**src/rtl/rob_wb_arb_if.sv**
```systemverilog
// rob_wb_arb_if: result payload type and the writeback bus between execution units, arbiter and retire.
package rob_defs;
    typedef struct packed {
        logic [5:0]  robid;
        logic [15:0] data;
    } t_rob_result;
endpackage

interface rob_wb_arb_if #(parameter int NUM_EU = 2);
    logic [NUM_EU-1:0]                  eu_valid_ex;
    rob_defs::t_rob_result [NUM_EU-1:0] eu_result_ex;
    logic [NUM_EU-1:0]                  eu_rdy_ex;
    logic                               br_mispred_rb1;
    logic                               ro_valid_rb0;
    rob_defs::t_rob_result              ro_result_rb0;
    modport master (
        output eu_valid_ex, eu_result_ex, br_mispred_rb1,
        input  eu_rdy_ex, ro_valid_rb0, ro_result_rb0
    );
    modport slave (
        input  eu_valid_ex, eu_result_ex, br_mispred_rb1,
        output eu_rdy_ex, ro_valid_rb0, ro_result_rb0
    );
endinterface

```
**src/rtl/rob_wb_arb.sv**
```systemverilog
// rob_wb_arb: per-source writeback FIFOs with a round-robin pick into a registered retire port.
// Define ROB_WB_ARB_BYPASS_EN to let an empty source's live input win arbitration directly.
module rob_wb_arb #(
    parameter int NUM_EU     = 2,
    parameter int FIFO_DEPTH = 4
) (
    input  logic        clk,
    input  logic        reset,
    rob_wb_arb_if.slave bus
);
    localparam int AW = $clog2(FIFO_DEPTH);
    localparam int IW = $clog2(NUM_EU);

    rob_defs::t_rob_result   r_mem [NUM_EU][FIFO_DEPTH];
    logic [NUM_EU-1:0][AW:0] r_wp, r_rp;
    logic [IW-1:0]           r_rr;
    logic                    r_valid;
    rob_defs::t_rob_result   r_result;

    logic [NUM_EU-1:0]     w_empty, w_full, w_req, w_push, w_pop, w_bsel;
    logic                  w_flush, w_gnt, w_byp;
    logic [IW-1:0]         w_win, w_nrr;
    rob_defs::t_rob_result w_head;

    assign w_flush = bus.br_mispred_rb1;

    always_comb begin
        w_empty = '0;
        w_full  = '0;
        for (int i = 0; i < NUM_EU; i++) begin
            w_empty[i] = r_wp[i] == r_rp[i];
            w_full[i]  = r_wp[i][AW-1:0] == r_rp[i][AW-1:0] && r_wp[i][AW] != r_rp[i][AW];
        end
    end

`ifdef ROB_WB_ARB_BYPASS_EN
    assign w_req = (~w_empty | bus.eu_valid_ex) & {NUM_EU{!w_flush}};
    assign w_byp = w_gnt && w_empty[w_win];
`else
    assign w_req = ~w_empty & {NUM_EU{!w_flush}};
    assign w_byp = 1'b0;
`endif

    // Scan downward so the requester closest at-or-after r_rr is the last to overwrite.
    always_comb begin
        w_gnt = 1'b0;
        w_win = '0;
        for (int k = NUM_EU - 1; k >= 0; k--)
            if (w_req[(int'(r_rr) + k) % NUM_EU]) begin
                w_gnt = 1'b1;
                w_win = IW'((int'(r_rr) + k) % NUM_EU);
            end
    end

    assign w_nrr  = (w_win == IW'(NUM_EU - 1)) ? '0 : w_win + 1'b1;
    assign w_bsel = w_byp ? NUM_EU'(1) << w_win : '0;
    assign w_pop  = (w_gnt && !w_byp) ? NUM_EU'(1) << w_win : '0;
    assign w_push = bus.eu_valid_ex & ~w_full & ~w_bsel & {NUM_EU{!w_flush}};
    assign w_head = w_byp ? bus.eu_result_ex[w_win] : r_mem[w_win][r_rp[w_win][AW-1:0]];

    assign bus.eu_rdy_ex     = ~w_full;
    assign bus.ro_valid_rb0  = r_valid;
    assign bus.ro_result_rb0 = r_result;

    always_ff @(posedge clk or posedge reset) begin
        if (reset) begin
            r_wp     <= '0;
            r_rp     <= '0;
            r_rr     <= '0;
            r_valid  <= 1'b0;
            r_result <= '0;
        end else begin
            r_valid <= w_gnt;
            if (w_gnt)
                r_result <= w_head;
            if (w_flush) begin
                r_wp <= '0;
                r_rp <= '0;
                r_rr <= '0;
            end else begin
                if (w_gnt)
                    r_rr <= w_nrr;
                for (int i = 0; i < NUM_EU; i++) begin
                    if (w_push[i])
                        r_wp[i] <= r_wp[i] + 1'b1;
                    if (w_pop[i])
                        r_rp[i] <= r_rp[i] + 1'b1;
                end
            end
        end
    end

    always_ff @(posedge clk)
        for (int i = 0; i < NUM_EU; i++)
            if (w_push[i])
                r_mem[i][r_wp[i][AW-1:0]] <= bus.eu_result_ex[i];

`ifdef ASSERT
    always_ff @(posedge clk)
        if (!reset)
            assert (!(|(bus.eu_valid_ex & ~bus.eu_rdy_ex)))
            else $warning("rob_wb_arb: valid while not ready, result dropped");
`endif
endmodule

```
**src/flat_wrapper.sv**
```systemverilog
// flat-port wrapper written by rule: the top's interface ports become plain ports
module rob_wb_arb_flat 
#(
    parameter int NUM_EU     = 2,
    parameter int FIFO_DEPTH = 4
)
  (clk, reset, bus_eu_valid_ex, bus_eu_result_ex, bus_br_mispred_rb1, bus_eu_rdy_ex, bus_ro_valid_rb0, bus_ro_result_rb0);
  rob_wb_arb_if #(.NUM_EU(NUM_EU)) bus_i ();
  input  logic clk;
  input  logic reset;
  input wire logic [$bits(bus_i.eu_valid_ex)-1:0] bus_eu_valid_ex;
  input wire logic [$bits(bus_i.eu_result_ex)-1:0] bus_eu_result_ex;
  input wire logic [$bits(bus_i.br_mispred_rb1)-1:0] bus_br_mispred_rb1;
  output wire logic [$bits(bus_i.eu_rdy_ex)-1:0] bus_eu_rdy_ex;
  output wire logic [$bits(bus_i.ro_valid_rb0)-1:0] bus_ro_valid_rb0;
  output wire logic [$bits(bus_i.ro_result_rb0)-1:0] bus_ro_result_rb0;
  assign bus_i.eu_valid_ex = bus_eu_valid_ex;
  assign bus_i.eu_result_ex = bus_eu_result_ex;
  assign bus_i.br_mispred_rb1 = bus_br_mispred_rb1;
  assign bus_eu_rdy_ex = bus_i.eu_rdy_ex;
  assign bus_ro_valid_rb0 = bus_i.ro_valid_rb0;
  assign bus_ro_result_rb0 = bus_i.ro_result_rb0;
  rob_wb_arb #(.NUM_EU(NUM_EU), .FIFO_DEPTH(FIFO_DEPTH)) u_core (.clk(clk), .reset(reset), .bus(bus_i));
endmodule
```
**config.mk**
```make
export PLATFORM = sky130hd
export DESIGN_NAME = rob_wb_arb_flat
export DESIGN_NICKNAME = d
export VERILOG_FILES = /design/src/rtl/rob_wb_arb_if.sv /design/src/rtl/rob_wb_arb.sv /design/src/flat_wrapper.sv
export SDC_FILE = /design/constraint.sdc
export NUM_CORES = 1
export LEC_CHECK = 0
export CORE_MARGIN = 8
export CORE_UTILIZATION = 52
export CTS_CLUSTER_SIZE = 24
export DETAILED_ROUTE_END_ITERATION = 12
export PLACE_DENSITY = 0.81
export SLEW_MARGIN = 0
export SYNTH_ARGS = -nofsm -noshare
export SYNTH_HDL_FRONTEND = slang
export SYNTH_SLANG_ARGS = --single-unit
```
**constraint.sdc**
```tcl
create_clock -name clk -period 2 [get_ports clk]
set_clock_uncertainty 0.15 [all_clocks]
set_input_delay 0.4 -clock clk [delete_from_list [all_inputs] [get_ports clk]]
set_output_delay 0.4 -clock clk [all_outputs]
set_load 0.005 [all_outputs]
```
**Word level (Yosys, flattened, before mapping)**

Memory sizes are Yosys's and may differ from the RTL's.
Cells that the tools add are included.
Widths: inputs -> output; s select.

- Memories: 1
- Register bits: 36
- Bits in writable memories: 176

Memory list:

| name | depth | width | rd ports | clocked after memory_dff | write ports | RTL line | RTL |
|---|---|---|---|---|---|---|---|
| u_core.r_mem | 2 | 88 | 1 | 0 | 2 | rob_wb_arb.sv:14 | `rob_defs::t_rob_result r_mem [NUM_EU][FIFO_DEPTH];` |

- Shifts and indexed selects: 1
- Eq/ne operators: 6
- $add $sub $neg: 6
- Bitwise gates (word level): 9
- Reduce and logical (&&, ||, !) cells: 10
- Order comparisons: 8
- Mux-type cells: 32

Operators with widths:

| kind | number |
|---|---|
| $mux 88 | 2 |
| $demux 22 s2 | 2 |
| $mux 22 | 4 |
| $bmux 22 s2 | 1 |
| $mux 1 | 14 |
| $add 3x1->3 const B | 4 |
| $mux 3 | 4 |
| $mux 6 | 2 |
| $reduce_bool 2->1 | 5 |
| $ge 3x3->1 const B | 3 |
| $not 2->3 | 3 |
| $and 2x2->2 | 3 |
| $eq 3x3->1 | 2 |
| $lt 3x1->1 const B | 2 |
| $mux 2 | 3 |
| $eq 2x2->1 | 2 |
| $logic_and 1x1->1 | 4 |
| $lt 1x2->1 const B | 2 |
| $not 2->2 | 2 |
| $lt 2x3->1 const B | 1 |
| $add 1x1->1 const B | 2 |
| $ne 1x1->1 | 2 |
| $shl 1x1->2 const A | 1 |
| $and 1x1->1 const A | 1 |
| $logic_not 1->1 | 1 |

**Longest topological paths before layout**

- Word-level depth: 14
- Depth in mapped cells: 7
- Depth with buffers taken out: 4

**Least setup slack after synthesis**

No wires, ideal clock.

- Path type: register to register
- Start point: register u_core.r_rp[1] (netlist bit)
- End point: memory u_core.r_mem[0][0] (netlist bit) (enable)
- Path buffers: 1
- Period minus slack after synthesis: 2.130 ns
- Slack: -0.130 ns
- Stages on the path, launching flop included: 6
- Data arrival time: 1.600 ns
- Cell sequence: dfrtp_1 buf_2 xor2_2 o31ai_2 nor2_1 and2_1

RTL lines:

| what | RTL line | RTL |
|---|---|---|
| from (decl) | rob_wb_arb.sv:15 | `logic [NUM_EU-1:0][AW:0] r_wp, r_rp;` |
| from (signal, indexed assignment) | rob_wb_arb.sv:87 | `r_rp[i] <= r_rp[i] + 1'b1;` |
| to (decl) | rob_wb_arb.sv:14 |  |

**Worst setup path in the final report**

- Start point: register u_core.r_rp[0] (netlist bit)
- End point: output port bus_eu_rdy_ex[0]

- Longest elaborated chain between the ends: 3

Ends and longest elaborated chain:

| what | RTL line | RTL |
|---|---|---|
| $eq 2x2->1 | rob_wb_arb.sv:32 | `w_full[i] = r_wp[i][AW-1:0] == r_rp[i][AW-1:0] && r_wp[i][AW] != r_rp[i][AW];` |
| $logic_and 1x1->1 | rob_wb_arb.sv:32 |  |
| $not 2->2 | rob_wb_arb.sv:61 | `assign bus.eu_rdy_ex = ~w_full;` |
| to (decl) | flat_wrapper.sv:14 | `output wire logic [$bits(bus_i.eu_rdy_ex)-1:0] bus_eu_rdy_ex;` |

Every way passes these cells.

==> reports/metrics.yaml <==
status: "finished, violations left"
violations: "setup timing"
start_util: 0.526
crit_arrival_ns: 1.62
core_mm2: 0.0164
dr.pass1.iters: 5
port_buffers: 73
clockRootBuffer: "clkbuf_16"
grt.total_usage: 0.184
clk_latency_ns: 0.50
yosysSeqAreaShare: 0.716
cap_violations: 0
criticalPathCategory: "flop to output pin"
setup_viol: 21
fin_crit_ns: 2.17
ir_drop_mv: 0.751
p_total_uw: 15200
endpoint_kind: "output pin"
ys_ff_latch: 212
power_density_mw_per_mm2: 1320
synth-edff-count: 176
grt_start_max_net_pins: 37
die_height_um: 145
routed-via-count: 5015
synth_top_flop_cell: "edfxtp_1"
post-route-util: 0.703
vias_per_cell: 6.07
area_growth_pct: 33.6
cts_buffer_depth: 3
yosysTopAreaCell: "edfxtp_1"
yosysWarnings: 0
worst_setup_path_start_kind: "flop"
routedWlPerCell_um: 26.7
clk_pin_slew_worst_paths_ns: 0.06
max_slew_margin: 0.573
p_leak_uw: 0.00396
postPlaceCellArea_mm2: 0.00994
drive_gt1_frac: 0.361
synth_area_leaders: "edfxtp_1 (61%), mux4_2 (11%), dfrtp_1 (10%), a2111oi_0 (2.1%), a211oi_1 (1.8%)"
final_area_mm2: 0.0115
grt_pass1_wl_mm: 29.0
synthesis.instances: 460
cts_tree: "built"
min_period_over_period: 1.09
num_antenna_cells: 0
worst_slew_pin_slew_ns: 0.640
dp_slack_ns: -0.168
drc: 0
drt_iter0_markers: 512
die_w_um: 145
gp_congestion: 0.792
critPathRequiredTime_ns: 1.45
hold_violations: 0
rows: 47
cts_buffers: 22
dp_cells: 767
syn_area_per_cell_um2: 18.8
final_cells: 826
ctsHoldBuffers: 0
hpwl_mm: 11.8
hp-class: "input pin to flop"
synth_top_area_frac: 0.612
rsz0062_at_grt: "true"
ant_nets: 0
cts_htree_levels: 1
fmax_ghz: 0.460
ios: 74
yosysUniqueCellTypes: 44
synthesis.area_mm2: 0.00863
finalWirelength_mm: 22.0
finalWorstSetupSlack_ns: -0.172
antenna_found_initial: 0
syn_nets: 519
first_global_vias: 5189
synth_async_sr_flop_share: 0.170
path_max_fanout: 2
clock_sinks: 212
fin_nets: 649
grt_overflow: 0
slew_violations: 0
die_area_mm2: 0.0210
-- repair_timing --
item | in CTS | in global routing
setup buffers | 4 | 8
pin swaps | 6 | 9
setup endpoints to repair | 115 | 211
cloned | 0 | 7
gates resized for setup | 37 | 104
-- cell usage after synthesis, types with 2 or more instances --
cell type	instances
edfxtp_1	176
mux4_2	42
dfrtp_1	36
inv_1	30
nor4_1	22
a2111oi_0	21
a211oi_1	21
clkbuf_1	15
buf_2	10
ha_1	10
nor2_1	10
and2_1	8
buf_6	7
xnor2_1	5
xor2_1	5
a21oi_1	4
or3_1	4
mux2i_1	3
o21ai_1	3
mux4_1	2
o311ai_1	2
o31ai_2	2
-- final cells by class --
| cell class | count | area (um^2) |
|---|---|---|
| Fill cell | 939 | 4870 |
| Clock buffer | 32 | 672 |
| Multi-Input combinational cell | 186 | 2760 |
| Timing Repair Buffer | 137 | 1460 |
| Sequential cell | 212 | 6190 |
| Tap cell | 220 | 275 |
| Clock inverter | 8 | 67.6 |
| Inverter | 31 | 116 |
-- critical path, cell delays in order, from the launching register on --
cell and delay (ns):
dfrtp_1 0.40, buf_6 0.14, xor2_4 0.14, or3_1 0.31, buf_2 0.14
-- routing by layer --
layer	up-vias	track usage	wire, um	share of wire
li1	2127	-	-	-
met1	2645	0.229	8530	0.39
met2	202	0.318	11600	0.53
met3	41	0.0302	1240	0.056
met4	0	0.0668	679	0.031
met5	-	0	0	0
-- power breakdown --
part / internal (uW) / leakage (uW) / switching [uW] / total, uW
registers: 5200 / 0.00202 / 301 / 5500
clock network: 2470 / 0.000366 / 1660 / 4130
logic: 2580 / 0.00157 / 2980 / 5560
-- registers in the layout, indices dropped and copies added (netlist names) --
name and flops:
u_core.r_mem 176, u_core.bus.ro_result_rb0 22, u_core.r_rp 6, u_core.r_rr 1, u_core.r_wp 6, u_core.bus.ro_valid_rb0 1
-- logic make-up (layout without fill, tap and decap cells) --
group | Yosys count | count (layout) | synth area share
mux | 48 | 48 | 0.120
flops | 212 | 212 | 0.716
fa+ha+maj | 10 | 10 | 0.0145
compound gates | 61 | 63 | 0.0590
simple gates | 51 | 52 | 0.0351
buf+inv | 65 | 208 | 0.0375
xor+xnor | 13 | 13 | 0.0171
-- stage by stage --
step / setup TNS [ns] / hold slack, ns
global route: -2.34 / 0.101
finish: -1.01 / 0.0963
floorplan: 0 / 0.348
detailed placement: -9.28 / 0.375
global placement: -1.09 / 0.367
CTS: -1.16 / 0.0801
-- placed cells by master, fill, tap and decap left out, drive strengths merged, types with 2 or more instances in the layout --
cell	n
clkdlybuf4s50	59
dlymetal6s2s	9
ha	10
xnor2	6
dfrtp	36
and3	2
dlygate4sd2	2
nor4	22
or3	4
and2	8
a21oi	4
xor2	7
clkinv	5
buf	64
mux2i	3
a211oi	22
a21o	3
inv	33
nor2	10
o31ai	2
o21ai	3
o311ai	2
edfxtp	176
mux4	44
a2111oi	22
clkbuf	35
-- final timing paths --
path	from	end	slack [ns]	cells after the start
worst max-delay path	u_core.r_rp[0]	bus_eu_rdy_ex[0]	-0.17	4
worst min-delay path	bus_br_mispred_rb1	u_core.r_wp[2]	0.1	2
worst max register to register	u_core.r_wp[3]	u_core.bus.ro_result_rb0[20]	-0.08	5
worst min register to register	u_core.bus.ro_result_rb0[14]	u_core.bus.ro_result_rb0[14]	0.40	2
max in group asynchronous	reset	u_core.r_rp[3]	1.15	3
min in group asynchronous	reset	u_core.r_wp[5]	0.18	3
Power figures use the tool's default switching activity.
